## config.mk

```make
export PLATFORM = sky130hd
export DESIGN_NAME = seg34_marquee_ctrl
export DESIGN_NICKNAME = d
export VERILOG_FILES = /design/src/rtl/seg34_marquee_ctrl.sv
export SDC_FILE = /design/constraint.sdc
export NUM_CORES = 1
export LEC_CHECK = 0
export ABC_AREA = 1
export ABC_CLOCK_PERIOD_IN_PS = 2800
export CAP_MARGIN = 20
export CORE_ASPECT_RATIO = 2
export CORE_MARGIN = 2
export CORE_UTILIZATION = 40
export CTS_CLUSTER_DIAMETER = 80
export DETAILED_ROUTE_END_ITERATION = 10
export PLACE_DENSITY = 0.58
export SLEW_MARGIN = 20
export SYNTH_ARGS = -nofsm -noshare
export SYNTH_HDL_FRONTEND = slang
export SYNTH_SLANG_ARGS = --single-unit
```

## constraint.sdc

```tcl
create_clock -name clk -period 2.8 [get_ports clk]
set_input_delay 0.56 -clock clk [delete_from_list [all_inputs] [get_ports clk]]
set_output_delay 0.56 -clock clk [all_outputs]
set_load 0.05 [all_outputs]
```

## src/rtl/seg34_marquee_ctrl.sv

```systemverilog
// seg34_marquee_ctrl
//   Shares one 34-segment character renderer across N_SLOTS character positions on a
//   scanline and scrolls a stored message across them. Patterns are appended through a
//   valid/ready port. The scroll offset only moves on the blanking-line frame tick, so a
//   visible frame is always drawn from a single offset.
//
// Ports
//   clk, rst            pixel clock, asynchronous active-high reset
//   HCOUNT, VCOUNT      raster position, HCOUNT advances once per clk
//   wr_valid/wr_data    append request and 34-bit segment pattern
//   wr_ready            append accept (combinational)
//   start, stop, clear  control pulses: LOAD->RUN, RUN->LOAD, empty the buffer
//   posx, posy          renderer origin for the slot under the beam (registered)
//   segments            renderer segment vector, 0 = blank (registered)
//   HCOUNT_D, VCOUNT_D  raster position delayed to line up with posx/posy/segments
//   busy                high while scrolling (RUN)

module seg34_marquee_ctrl #(
  parameter int unsigned SG_WD         = 5,
  parameter int unsigned DL            = 100,
  parameter int unsigned GAP           = 10,
  parameter int unsigned X0            = 20,
  parameter int unsigned Y0            = 20,
  parameter int unsigned N_SLOTS       = 6,
  parameter int unsigned MSG_LEN       = 16,
  parameter int unsigned SCROLL_FRAMES = 30,
  parameter int unsigned FRAME_LINE    = 480
) (
  input  logic        clk,
  input  logic        rst,
  input  logic [10:0] HCOUNT,
  input  logic [10:0] VCOUNT,
  input  logic        wr_valid,
  input  logic [33:0] wr_data,
  output logic        wr_ready,
  input  logic        start,
  input  logic        stop,
  input  logic        clear,
  output logic [10:0] posx,
  output logic [10:0] posy,
  output logic [33:0] segments,
  output logic [10:0] HCOUNT_D,
  output logic [10:0] VCOUNT_D,
  output logic        busy
);

  // Character geometry; must agree with the renderer's own derivation.
  localparam int unsigned Vb    = (DL - 5 * SG_WD) / 4;
  localparam int unsigned Hb    = Vb + SG_WD;
  localparam int unsigned Cw    = 2 * Hb + 3 * SG_WD;
  localparam int unsigned Pitch = Cw + GAP;

  localparam int unsigned AddrW  = $clog2(MSG_LEN);
  localparam int unsigned CntW   = AddrW + 1;
  localparam int unsigned SlotW  = (N_SLOTS > 1) ? $clog2(N_SLOTS) : 1;
  localparam int unsigned FrameW = (SCROLL_FRAMES > 1) ? $clog2(SCROLL_FRAMES) : 1;

  typedef enum logic [1:0] {
    StEmpty,
    StLoad,
    StRun
  } state_e;

  state_e              state_q;
  logic [CntW-1:0]     count_q;
  logic [AddrW-1:0]    offset_q;
  logic [FrameW-1:0]   frame_q;
  logic [33:0]         msg_q [MSG_LEN];

  logic                wr_fire;
  logic                frame_tick;

  // ---------------------------------------------------------------------------------
  // Write handshake
  // ---------------------------------------------------------------------------------
  assign wr_ready = !rst && !clear && (state_q != StRun) && (count_q < CntW'(MSG_LEN));
  assign wr_fire  = wr_valid && wr_ready;
  assign busy     = (state_q == StRun);

  assign frame_tick = (HCOUNT == 11'd0) && (VCOUNT == 11'(FRAME_LINE));

  // Buffer contents are not reset; only count_q says which entries are meaningful.
  always_ff @(posedge clk) begin
    if (wr_fire) begin
      msg_q[count_q[AddrW-1:0]] <= wr_data;
    end
  end

  // ---------------------------------------------------------------------------------
  // Control FSM, message count, scroll offset and frame counter
  // ---------------------------------------------------------------------------------
  always_ff @(posedge clk or posedge rst) begin
    if (rst) begin
      state_q  <= StEmpty;
      count_q  <= '0;
      offset_q <= '0;
      frame_q  <= '0;
    end else if (clear) begin
      state_q  <= StEmpty;
      count_q  <= '0;
      offset_q <= '0;
    end else if (stop && (state_q == StRun)) begin
      // Offset is kept so a later start resumes where the scroll left off.
      state_q <= StLoad;
    end else begin
      if ((state_q == StRun) && frame_tick) begin
        if (frame_q == FrameW'(SCROLL_FRAMES - 1)) begin
          frame_q  <= '0;
          offset_q <= (({1'b0, offset_q} + 1'b1) == count_q) ? '0 : offset_q + 1'b1;
        end else begin
          frame_q <= frame_q + 1'b1;
        end
      end
      if (start && (state_q == StLoad)) begin
        state_q <= StRun;
        frame_q <= '0;
      end
      if (wr_fire) begin
        count_q <= count_q + 1'b1;
        if (state_q == StEmpty) begin
          state_q <= StLoad;
        end
      end
    end
  end

  // ---------------------------------------------------------------------------------
  // Pixel path: find the slot under HCOUNT and the message entry it shows
  // ---------------------------------------------------------------------------------
  logic [31:0]      hc32;
  logic [31:0]      vc32;
  logic             slot_hit;
  logic [SlotW-1:0] slot_idx;
  logic [10:0]      slot_base;
  logic             vert_in;
  logic [CntW-1:0]  slot_ext;
  logic [CntW-1:0]  idx_sum;
  logic [CntW-1:0]  idx_mod;
  logic             show;

  assign hc32 = {21'd0, HCOUNT};
  assign vc32 = {21'd0, VCOUNT};

  always_comb begin
    slot_hit  = 1'b0;
    slot_idx  = '0;
    slot_base = '0;
    for (int i = 0; i < N_SLOTS; i++) begin
      if ((hc32 >= X0 + i * Pitch) && (hc32 < X0 + (i + 1) * Pitch)) begin
        slot_hit  = 1'b1;
        slot_idx  = SlotW'(i);
        slot_base = 11'(X0 + i * Pitch);
      end
    end
  end

  assign vert_in  = (vc32 >= Y0) && (vc32 <= Y0 + DL);
  assign slot_ext = CntW'(slot_idx);

  // offset < count and slot < count, so the sum is below 2*count and one conditional
  // subtract gives the modulo.
  assign idx_sum = {1'b0, offset_q} + slot_ext;
  assign idx_mod = (idx_sum >= count_q) ? (idx_sum - count_q) : idx_sum;

  assign show = (state_q != StEmpty) && slot_hit && vert_in && (slot_ext < count_q);

  always_ff @(posedge clk or posedge rst) begin
    if (rst) begin
      posx     <= '0;
      posy     <= '0;
      segments <= '0;
      HCOUNT_D <= '0;
      VCOUNT_D <= '0;
    end else begin
      HCOUNT_D <= HCOUNT;
      VCOUNT_D <= VCOUNT;
      if (show) begin
        posx     <= slot_base;
        posy     <= 11'(Y0);
        segments <= msg_q[idx_mod[AddrW-1:0]];
      end else begin
        // posx/posy hold so the renderer origin does not jump in blank regions.
        segments <= '0;
      end
    end
  end

endmodule

```

==> results.md <==
* Synth warn at 0
* Final Max Tran Viols at 0
* Io pins at between 100 and 150
* Cell Count, Final, Fillers Out at 3683
* Via count at between 15000 and 20000
* Relative slew slack at roughly 51%
* Clock buffer count from CTS at 53
* Hold crit path type: in2reg
* Hold Path Depth at 1
* Hold-fix buffers, CTS at 0
* Reg2Reg Capture Point: segments[5]
* Grt total ovfl at 0
* Crit Reg-Reg Startpoint: offset_q[1]
* Worst-margin pin slew at 0.738 ns
* Layout area overhead at 33.2%
* Worst Setup Start Kind: primary input
* Net Sw Frac at a little under a third
* Cell Area, Synth at between 20000 and 30000 µm²
* Met3 wire len at roughly 5000 µm
* F_max at 265 MHz
* Max stage delay on crit path at between 0.2 and 0.3 ns
* Netlist cell types at 41
* Hold_sp: HCOUNT[9]
* CORE AREA at between 60000 and 70000 µm²
* WL/cell at between 20 and 25 µm
* Avg Inst Size Synth at roughly 11 µm²
* CTS tree: yes
* Die Ht at about 370 µm
* Mux cell area share after synthesis at 0%
* Most frequent cells in the layout: 918 x nand2_1, 544 x edfxtp_1, 325 x nand3_1
* Post-synthesis adder-cell area fraction at 0.843%
* Cell Int Power at 17.8 mW
* Routability congestion estimate at roughly 0.84
* Placed insts at 3457
* Sequential power share at approximately 40%
* Flops & latches, synth at approximately 630
* DRT met1 WL at 28700 µm
* PD cells at 737 nW/µm²
* Seq/Total Area, Yosys at a little over two thirds
* DR iter-0 viols at roughly 1400
* Endpoints failing setup at 43
* CP max-delay cell: o21ai_4
* Leakage power at roughly 14 nW
* Critical Path RT at about 3.3 ns
* Critical Setup Path Class: in2reg
* Setup TNS at -37.76 ns
* XOR/XNOR share of the synthesized area at less than 1%
* Max cap viols at 0
* Combinational power share at approximately 30%
* RSZ-0062 raised after global routing: true
* FP Rows at 132
* Antenna violations before repair at 4
* Status: complete, but fails checks
* Largest net degree at the start of global routing at 65
* Die X at roughly 180 µm
* Simple-Gate Fraction of Synth Area at a little under a quarter
* Most common cell after layout, fill and taps aside: nand2_1
* Clk slew on worst S/H paths at roughly 0.07 ns
* DRC viols at 0
* Die ar. at around 67000 µm²
* Max H-tree Level at 2
* Worst-skew pair later-pin latency at 0.63 ns
* Crit path top cell by count: nand2_2
* GRT Total Usage at 22.4%
* Vias in the first global route at ~19000
* HPWL after DPL at 43400 µm
* Final period util at 135%
* Share of cells above drive strength 1 at approximately 23%
* Met2 routed WL at between 40000 and 50000 µm
* Initial Util at roughly two fifths
* CTS sink count at ~630
* Shortest period the worst path allows at 3.78 ns
* First-pass GRT wire length at 112000 µm
* Fin Clk Skew at 0.0292 ns
* Final instance area at between 30000 and 40000 µm²
* Worst-path fanout max at 8
* Peak supply drop at between 0.4 and 0.5 mV
* Drt pass-1 iters at 6
* Routed WL at 79400 µm
* Min Hold Slack at 0.0633 ns
* # port buffers at 130
* Sw Pwr at 7.82 mW
* Hold Path Sink: HCOUNT_D[9]
* Clk pwr share at between 20 and 30%
* Failing checks: negative setup slack
* Post-route ant nets at 0
* Crit path launch: HCOUNT[3]
* Vias per cell at 5.24
* Final Worst Setup Slack at -0.979 ns
* Max Buffers Root-to-Sink at 3
* Flop2flop setup slack at -0.72 ns
* Crit end category: register
* WP data arrival at approximately 4.3 ns
* Hold Violations, Final at 0
* Main combinational cell family by area after synthesis: simple AND/OR/NAND/NOR gates
* Fill count at 5478
* Top Layer Used: met5
* Worst Reg-to-Reg Cells at 28
* Cells after synthesis at about 2400
* Clk root buf: clkbuf_16
* Final Net Count at 2844
* Compound-Gate Fraction of Synth Area at 0.766%
* Cell Area, Placed at approximately 30000 µm²
==> power by group through the flow <==
| stage | registers (mW) | clock network [mW] | logic [mW] |
|---|---|---|---|
| after global placement | 10.5 | 0 | 5.83 |
| after CTS | 10.3 | 7.77 | 6.72 |
| after detailed placement | 10.5 | 0 | 5.90 |
| final | 10.3 | 7.64 | 7.73 |
| after global routing | 10.3 | 8.11 | 8.34 |
| after floorplan | 10.6 | 0 | 3.65 |
==> critical path: cells and delay by family <==
| family | cells | cell delay [ns] |
|---|---|---|
| and+or+nand+nor | 21 | 2.23 |
| buffers and inverters | 7 | 0.82 |
| adders and majority gates | 2 | 0.36 |
| AOI/OAI and AO/OA | 2 | 0.32 |
==> per-layer routing <==
layer | global-route usage, % | up-vias
li1 | - | 8818
met1 | 25.0 | 9482
met2 | 40.9 | 767
met5 | 0 | -
met3 | 3.25 | 228
met4 | 12.1 | 4
==> Yosys cell counts <==
library cell  instances  share of area, %
nor3b_1               2             0.057
buf_2                79               1.5
inv_1                79               1.1
nor4_1                2             0.048
or2_1                 1             0.024
a21o_1                2             0.057
ha_1                 16              0.77
buf_6                 3              0.13
a32o_1                1             0.038
clkbuf_1             32              0.46
a21oi_1               6              0.11
nor2_2               13              0.31
inv_2                 5             0.072
nand2_1            1010                15
a21oi_2               1             0.034
dfrtp_1              81               7.8
or3_1                 1             0.024
xor2_1                5              0.17
a221oi_1              1             0.034
xnor2_1               1             0.034
o21ai_0              12              0.23
fa_1                  1             0.077
nand3b_1              5              0.14
o211ai_1              1             0.029
edfxtp_1            544                63
nand3_2               3              0.11
o31ai_1               4              0.11
or2_2                 1             0.024
o21ai_1               3             0.057
buf_4                21              0.60
clkinv_1              1             0.014
nand4_1               8              0.19
conb_1                1             0.014
nand2_4               3              0.13
nor2_1               69              0.99
nor3_1                8              0.15
and3_1                1             0.024
nand2_2               6              0.14
a31o_2                1             0.034
a31oi_1               1             0.024
nand3_1             369               7.1
==> final cells by class <==
| type | instances | area [µm²] | area share, % |
|---|---|---|---|
| Antenna cell | 2 | 5.00 | 0.0144 |
| Clock buffer | 64 | 1410 | 4.05 |
| Clock inverter | 36 | 393 | 1.13 |
| Inverter | 85 | 344 | 0.989 |
| Multi-Input combinational cell | 1569 | 7740 | 22.2 |
| Sequential cell | 625 | 18400 | 52.8 |
| Tap cell | 871 | 1090 | 3.13 |
| Timing Repair Buffer | 431 | 5460 | 15.7 |
==> timing repair <==
item                                    CTS  global route
buffers inserted                         64            43
resized for setup                       145           199
gates cloned                             11            21
pin swaps                                60           103
endpoints found under the setup margin   42            43
==> flip-flops by register name, indices dropped and copies added, names as in the netlist, 2 cells and up <==
register and flops:
state_q 2, segments 34, frame_q 5, HCOUNT_D 11, posx 8, count_q 5
offset_q 4, msg_q 544, VCOUNT_D 11
==> cell families (layout without fill, tap and decap cells) <==
kind of cell               after synthesis  after routing
and+or+nand+nor                       1502           1502
DFF                                    625            625
buffers and inverters                  220            616
AOI/OAI and AO/OA                       33             33
adders and majority gates               17             17
xor gates and xnor gates                 6              6
other                                    1             13
==> stage by stage <==
step / utilization [%] / power [mW] / worst slack, ns
6_report: 53.7 / 25.6 / -0.979
4_1_cts: 51.5 / 24.8 / -0.670
3_3_place_gp: 46.9 / 16.3 / -1.85
2_1_floorplan: - / 14.2 / -0.851
5_1_grt: 53.7 / 26.7 / -1.23
3_5_place_dp: 46.9 / 16.4 / -2.03
==> worst max path at each step <==
stage                              end  cells past startpoint
after CTS                 segments[12]                     34
after detailed placement   segments[8]                     31
final                      segments[7]                     32
after global placement     segments[8]                     28
after floorplan           segments[20]                     33
after global routing      segments[30]                     33
Power figures use the tool's default switching activity.
